### config.mk
export PLATFORM = sky130hd
export DESIGN_NAME = usb_in_ep_sequencer_flat
export DESIGN_NICKNAME = d
export VERILOG_FILES = /design/src/rtl/usb_in_ep_sequencer_if.sv /design/src/rtl/usb_in_ep_sequencer.sv /design/src/flat_wrapper.sv
export SDC_FILE = /design/constraint.sdc
export NUM_CORES = 1
export LEC_CHECK = 0
export CAP_MARGIN = 20
export CORE_MARGIN = 1
export CORE_UTILIZATION = 40
export DETAILED_ROUTE_END_ITERATION = 10
export GPL_TIMING_DRIVEN = 0
export MAX_ROUTING_LAYER = met4
export PLACE_DENSITY = 0.86
export RECOVER_POWER = 25
export SLEW_MARGIN = 40
export SYNTH_ARGS = -nofsm -noshare
export SYNTH_HDL_FRONTEND = slang
export SYNTH_SLANG_ARGS = --single-unit
### constraint.sdc
create_clock -name clk -period 2 [get_ports clk]
set_clock_uncertainty 0.15 [all_clocks]
set_input_delay 0.5 -clock clk [delete_from_list [all_inputs] [get_ports clk]]
set_output_delay 0.5 -clock clk [all_outputs]
set_load 0.02 [all_outputs]
### src/rtl/usb_in_ep_sequencer_if.sv
// Packet-level link between the IN endpoint sequencer and the USB packet receiver/transmitter.
// master = sequencer side, slave = packet decoder/encoder side.
interface usb_in_ep_sequencer_if;
    logic       rx_valid;
    logic [3:0] rx_pid;
    logic [6:0] rx_addr;
    logic [3:0] rx_endp;
    logic       rx_crc_ok;
    logic       tx_start;
    logic [3:0] tx_pid;
    logic       tx_payload;
    logic       tx_done;

    modport master (
        input  rx_valid, rx_pid, rx_addr, rx_endp, rx_crc_ok, tx_done,
        output tx_start, tx_pid, tx_payload
    );

    modport slave (
        output rx_valid, rx_pid, rx_addr, rx_endp, rx_crc_ok, tx_done,
        input  tx_start, tx_pid, tx_payload
    );
endinterface

### src/rtl/usb_in_ep_sequencer.sv
// Interrupt IN endpoint sequencer: answers IN tokens with DATA0/1, NAK or STALL,
// tracks the data toggle and signals record delivery to the time-record buffer.
//
// state      | meaning
// IDLE       | waiting for a matching IN token
// SEND_DATA  | transmitter sending DATA0/DATA1 with the time record
// SEND_NAK   | transmitter sending NAK (no record ready)
// SEND_STALL | transmitter sending STALL (endpoint halted)
// WAIT_HS    | DATA sent, waiting for the host handshake
module usb_in_ep_sequencer #(
    parameter logic [3:0] EP_NUM     = 4'd1,
    parameter int         HS_TIMEOUT = 16
) (
    input  logic                          clk,
    input  logic                          reset,
    input  logic [6:0]                    dev_addr,
    input  logic                          ep_halt,
    input  logic                          toggle_clear,
    input  logic                          bus_reset,
    input  logic                          data_avail,
    output logic                          data_consume,
    output logic                          toggle,
    output logic                          busy,
    output logic                          hs_timeout,
    usb_in_ep_sequencer_if.master         usb
);

    localparam logic [3:0] PID_IN    = 4'b1001;
    localparam logic [3:0] PID_ACK   = 4'b0010;
    localparam logic [3:0] PID_NAK   = 4'b1010;
    localparam logic [3:0] PID_STALL = 4'b1110;
    localparam logic [3:0] PID_DATA0 = 4'b0011;
    localparam logic [3:0] PID_DATA1 = 4'b1011;

    localparam int              CNT_W    = $clog2(HS_TIMEOUT);
    localparam logic [CNT_W-1:0] CNT_LAST = CNT_W'(HS_TIMEOUT - 1);

    typedef enum logic [2:0] {
        IDLE,
        SEND_DATA,
        SEND_NAK,
        SEND_STALL,
        WAIT_HS
    } state_t;

    state_t           state_q, state_d;
    logic [CNT_W-1:0] cnt_q, cnt_d;
    logic             toggle_q, toggle_d;
    logic             tx_start_q, tx_start_d;
    logic [3:0]       tx_pid_q, tx_pid_d;
    logic             tx_payload_q, tx_payload_d;
    logic             consume_d;
    logic             timeout_d;
    logic             token_match;

    assign token_match = usb.rx_valid && (usb.rx_pid == PID_IN) && usb.rx_crc_ok
                         && (usb.rx_addr == dev_addr) && (usb.rx_endp == EP_NUM);

    always_comb begin
        state_d      = state_q;
        cnt_d        = cnt_q;
        toggle_d     = toggle_q;
        tx_start_d   = 1'b0;
        tx_pid_d     = tx_pid_q;
        tx_payload_d = tx_payload_q;
        consume_d    = 1'b0;
        timeout_d    = 1'b0;

        case (state_q)
            IDLE: begin
                if (token_match) begin
                    tx_start_d = 1'b1;
                    if (ep_halt) begin
                        state_d      = SEND_STALL;
                        tx_pid_d     = PID_STALL;
                        tx_payload_d = 1'b0;
                    end else if (data_avail) begin
                        state_d      = SEND_DATA;
                        tx_pid_d     = toggle_q ? PID_DATA1 : PID_DATA0;
                        tx_payload_d = 1'b1;
                    end else begin
                        state_d      = SEND_NAK;
                        tx_pid_d     = PID_NAK;
                        tx_payload_d = 1'b0;
                    end
                end
            end
            SEND_DATA: begin
                if (usb.tx_done) begin
                    state_d      = WAIT_HS;
                    cnt_d        = '0;
                    tx_payload_d = 1'b0;
                end
            end
            SEND_NAK, SEND_STALL: begin
                if (usb.tx_done) state_d = IDLE;
            end
            WAIT_HS: begin
                cnt_d = cnt_q + 1'b1;
                // Any handshake ends the wait; only ACK advances the toggle and frees the record.
                if (usb.rx_valid) begin
                    state_d = IDLE;
                    if (usb.rx_pid == PID_ACK) begin
                        toggle_d  = ~toggle_q;
                        consume_d = 1'b1;
                    end
                end else if (cnt_q == CNT_LAST) begin
                    state_d   = IDLE;
                    timeout_d = 1'b1;
                end
            end
            default: state_d = IDLE;
        endcase

        if (toggle_clear) toggle_d = 1'b0;

        if (bus_reset || reset) begin
            state_d      = IDLE;
            cnt_d        = '0;
            toggle_d     = 1'b0;
            tx_start_d   = 1'b0;
            tx_pid_d     = PID_NAK;
            tx_payload_d = 1'b0;
            consume_d    = 1'b0;
            timeout_d    = 1'b0;
        end
    end

    always_ff @(posedge clk) begin
        if (reset) begin
            state_q      <= IDLE;
            cnt_q        <= '0;
            toggle_q     <= 1'b0;
            tx_start_q   <= 1'b0;
            tx_pid_q     <= PID_NAK;
            tx_payload_q <= 1'b0;
        end else begin
            state_q      <= state_d;
            cnt_q        <= cnt_d;
            toggle_q     <= toggle_d;
            tx_start_q   <= tx_start_d;
            tx_pid_q     <= tx_pid_d;
            tx_payload_q <= tx_payload_d;
        end
    end

    assign usb.tx_start   = tx_start_q;
    assign usb.tx_pid     = tx_pid_q;
    assign usb.tx_payload = tx_payload_q;
    assign toggle         = toggle_q;
    assign busy           = (state_q != IDLE);
    assign data_consume   = consume_d;
    assign hs_timeout     = timeout_d;

endmodule

### src/flat_wrapper.sv
// flat-port wrapper written by rule: the top's interface ports become plain ports
module usb_in_ep_sequencer_flat 
#(
    parameter logic [3:0] EP_NUM     = 4'd1,
    parameter int         HS_TIMEOUT = 16
)
  (clk, reset, dev_addr, ep_halt, toggle_clear, bus_reset, data_avail, data_consume, toggle, busy, hs_timeout, usb_rx_valid, usb_rx_pid, usb_rx_addr, usb_rx_endp, usb_rx_crc_ok, usb_tx_done, usb_tx_start, usb_tx_pid, usb_tx_payload);
  usb_in_ep_sequencer_if usb_i ();
  input  logic clk;
  input  logic reset;
  input  logic [6:0] dev_addr;
  input  logic ep_halt;
  input  logic toggle_clear;
  input  logic bus_reset;
  input  logic data_avail;
  output logic data_consume;
  output logic toggle;
  output logic busy;
  output logic hs_timeout;
  input wire logic [$bits(usb_i.rx_valid)-1:0] usb_rx_valid;
  input wire logic [$bits(usb_i.rx_pid)-1:0] usb_rx_pid;
  input wire logic [$bits(usb_i.rx_addr)-1:0] usb_rx_addr;
  input wire logic [$bits(usb_i.rx_endp)-1:0] usb_rx_endp;
  input wire logic [$bits(usb_i.rx_crc_ok)-1:0] usb_rx_crc_ok;
  input wire logic [$bits(usb_i.tx_done)-1:0] usb_tx_done;
  output wire logic [$bits(usb_i.tx_start)-1:0] usb_tx_start;
  output wire logic [$bits(usb_i.tx_pid)-1:0] usb_tx_pid;
  output wire logic [$bits(usb_i.tx_payload)-1:0] usb_tx_payload;
  assign usb_i.rx_valid = usb_rx_valid;
  assign usb_i.rx_pid = usb_rx_pid;
  assign usb_i.rx_addr = usb_rx_addr;
  assign usb_i.rx_endp = usb_rx_endp;
  assign usb_i.rx_crc_ok = usb_rx_crc_ok;
  assign usb_i.tx_done = usb_tx_done;
  assign usb_tx_start = usb_i.tx_start;
  assign usb_tx_pid = usb_i.tx_pid;
  assign usb_tx_payload = usb_i.tx_payload;
  usb_in_ep_sequencer #(.EP_NUM(EP_NUM), .HS_TIMEOUT(HS_TIMEOUT)) u_core (.clk(clk), .reset(reset), .dev_addr(dev_addr), .ep_halt(ep_halt), .toggle_clear(toggle_clear), .bus_reset(bus_reset), .data_avail(data_avail), .data_consume(data_consume), .toggle(toggle), .busy(busy), .hs_timeout(hs_timeout), .usb(usb_i));
endmodule
==> results.toml <==
[outcome]
status = "finished with violations"
violations = "setup timing"

[die]
rows = 16
die_h_um = 48.63
core_area_um2 = 2002
initial_utilization = 0.4344
die_x_um = 48.63
dieArea_um2 = 2364
num_io_pins = 41

[clocking]
cts_buffers = 3
cts_tree = "yes"
htreeDepth = 1
clk_latency_ps = 290
ctsHoldBuffers = 0
clkSinkCount = 13
ctsRootBufferMaster = "clkbuf_4"
path_clk_slew_ps = 80
cts_max_path_buffers = 2

[worst_setup_path]
worstSetupPathType = "register to output port"
crit_arrival_ps = 1530
r2r-start = "u_core.state_q[1]"
cpPeakStageDelay_ps = 410
ff2ff_setup_slack_ps = 130
crit_path_start_kind = "register"
cp_num_buf_inv = 1
slowest_stage = "or3b_4"
r2r-end = "u_core.toggle"
cp.required_ps = 1350
r2r_cells = 9
cpLargestDelayFamily = "simple AND/OR/NAND/NOR gates"
end_kind = "output port"
cp_max_fo = 3
crit_chain = "or3b_4 > nor4_4 > and2_4 > buf_6"

[logic_synthesis]
synth_cell_types = 36
ys_ff_latch = 13
syn_inst = 99
syn_avg_cell_area_um2 = 8.784
synth_area_leaders = "dfxtp_1, nor4_4, xor2_1, nor2_1, mux2i_1"
yosysWarnings = 0
synth_top_area_share = 0.2993
synth_area_um2 = 869.6
yosysSeqAreaShare = 0.2993
synth_top_area_cell = "dfxtp_1"
syn_nets = 131

[sta]
fmax_ghz = 0.4594
maxSlewViolCount = 0
final-hold-violation-count = 0
setup_viol = 2
period_share = 1.088
min_period_ps = 2177
setup_tns_ps = -336.7
rsz0062_at_grt = "yes"
fin_ws_ps = -176.9

[cells_and_area]
num-fill-cells = 134
diodes = 0
fin_util = 0.7444
drive_gt1_frac = 0.2981
nNetsFinal = 194
synthToLayoutAreaGrowth_pct = 71.37
register_area_um2 = 271.5
multi_input_area_um2 = 621.8

[min_path]
holdCritPathClass = "register to register"
min-delay-start = "u_core.usb.tx_pid[2]"
hold_depth = 2
holdPathEnd = "u_core.usb.tx_pid[2]"

[power_and_ir_drop]
pwr_density_cell_nw_per_um2 = 370.5
switchingPower_uw = 145.2
clkPwrFrac = 0.303
seq_power_share = 0.461
cellInternalPower_uw = 406.9
p_leak_nw = 0.6038
combPwrFrac = 0.236
worst_ir_drop_vdd_mv = 0.3082
switching_share = 0.2630

[placement]
portBuffers = 39
place.gp.congestion = 0.7511
dpl.hpwl_um = 1849

[drt]
wl_per_cell_um = 15.74
totalWireLength_um = 2959
drc = 0
drt_iter0_markers = 17
ant_nets = 0
via_per_inst = 5.468
firstDrtPassIters = 4
vias = 1028

[grt]
grt_usage = 0.2769
grt_pass1_vias = 1065
antenna_found_initial = 0
grt_pass1_wl_um = 4781
overflow = 0
grt_max_degree = 9

[run]
maxCapViolCount = 0
flip-flops by register name, indices dropped and copies added, names as in the netlist:
name	cells
u_core.toggle	1
u_core.state_q	3
u_core.usb.tx_start	1
u_core.usb.tx_pid	3
u_core.cnt_q	4
u_core.usb.tx_payload	1
cell type report:
type / instances / area share
Timing Repair Buffer: 58 / 0.3434
Buffer: 3 / 0.01679
Sequential cell: 13 / 0.1822
Clock buffer: 4 / 0.01763
Multi-Input combinational cell: 83 / 0.4173
Tap cell: 27 / 0.02267
what timing repair did:
action / 4_1_cts / 5_1_grt
hold endpoints to repair: 0 / 0
pin swaps: 5 / 4
gates resized for setup: 33 / 6
setup buffers: 20 / 3
endpoints found under the setup margin: 7 / 7
power groups by stage:
stage | combinational [mW] | sequential (mW) | clock, mW
2_1_floorplan | 0.0436 | 0.265 | 0
3_3_place_gp | 0.116 | 0.265 | 0
3_5_place_dp | 0.118 | 0.265 | 0
4_1_cts | 0.128 | 0.254 | 0.160
5_1_grt | 0.138 | 0.255 | 0.185
6_report | 0.130 | 0.254 | 0.168
cells in the mapped netlist:
cell type  instances
a211oi_1           1
o31ai_1            3
nand4bb_1          2
nor2_1            11
nand3_4            1
a21oi_1            3
or3_4              1
o21ai_0            4
or3_1              1
a21o_1             1
a22oi_1            1
clkbuf_1           2
mux2i_1            4
nor3_2             1
a31oi_1            1
or3b_4             1
nor4_4             3
nand2b_1           2
conb_1             1
buf_4              1
nand3b_1           2
and3b_2            1
or2b_1             3
xor2_1             5
ha_1               1
a21boi_0           1
and3_1             1
nor3_1             2
and2_2             2
nand3_1            5
dfxtp_1           13
or2_2              2
nand4_1            2
nand2_1            8
nor4_1             3
xnor2_1            3
logic make-up after synthesis:
kind of cell | synth area share
AOI/OAI and AO/OA | 0.1079
buffers and inverters | 0.01727
and+or+nand+nor | 0.4302
DFF | 0.2993
adders and majority gates | 0.01439
other | 0.004312
muxes | 0.04605
xor gates and xnor gates | 0.08058
tightest hold or removal path, delay by kind of cell, from the launching register on:
family | cells | cell delay (ps)
DFF | 1 | 320
and+or+nand+nor | 1 | 50
muxes | 1 | 50
metal layers:
metal / part of all wire / vias up / wire length [um] / GRT usage
met4: 0.050 / 0 / 149 / 0.2206
met3: 0.083 / 12 / 247 / 0.05975
met1: 0.35 / 471 / 1028 / 0.2447
li1: - / 484 / - / -
met5: 0 / - / 0 / -
met2: 0.52 / 61 / 1534 / 0.5023
cell usage in the layout (no fill, tap or decap), types with 2 or more instances in the layout:
master            n
o31ai_1           3
nand3_1           5
dfxtp_4           3
clkdlybuf4s50_1  27
nand4_1           2
nor4_1            3
nor3_2            2
xnor2_1           2
nand3b_1          2
a21oi_1           3
dlygate4sd2_1     5
nor4_4            3
nor2_1           10
xor2_1            5
nand2_1           8
o21ai_0           4
mux2i_1           4
clkbuf_1          3
or2_2             2
nand4bb_1         2
buf_4            21
dfxtp_1          10
or2b_1            2
clkbuf_4          3
through the flow:
stage / instances / power (mW) / worst slack, ps / hold slack [ps] / instance area, um2
CTS: 189 / 0.5422 / -304.4 / 317.2 / 1510
finish: 188 / 0.5522 / -176.9 / 316.1 / 1490
floorplan: 99 / 0.3083 / 27.52 / 273.9 / 874.6
global route: 188 / 0.5777 / -227.8 / 346.7 / 1490
global placement: 165 / 0.3803 / -1032 / 291.9 / 1299
detailed placement: 165 / 0.3825 / -1093 / 306.3 / 1299
worst max path at each step:
stage | startpoint | slack [ps] | cells past startpoint | end
global route | u_core.state_q[2] | -230 | 4 | data_consume
global placement | usb_rx_valid | -1030 | 5 | data_consume
floorplan | u_core.state_q[2] | 30 | 3 | data_consume
finish | u_core.state_q[1] | -180 | 4 | data_consume
detailed placement | usb_rx_valid | -1090 | 5 | data_consume
CTS | u_core.state_q[2] | -300 | 4 | data_consume
No activity file was read; power rests on OpenSTA's default activity.
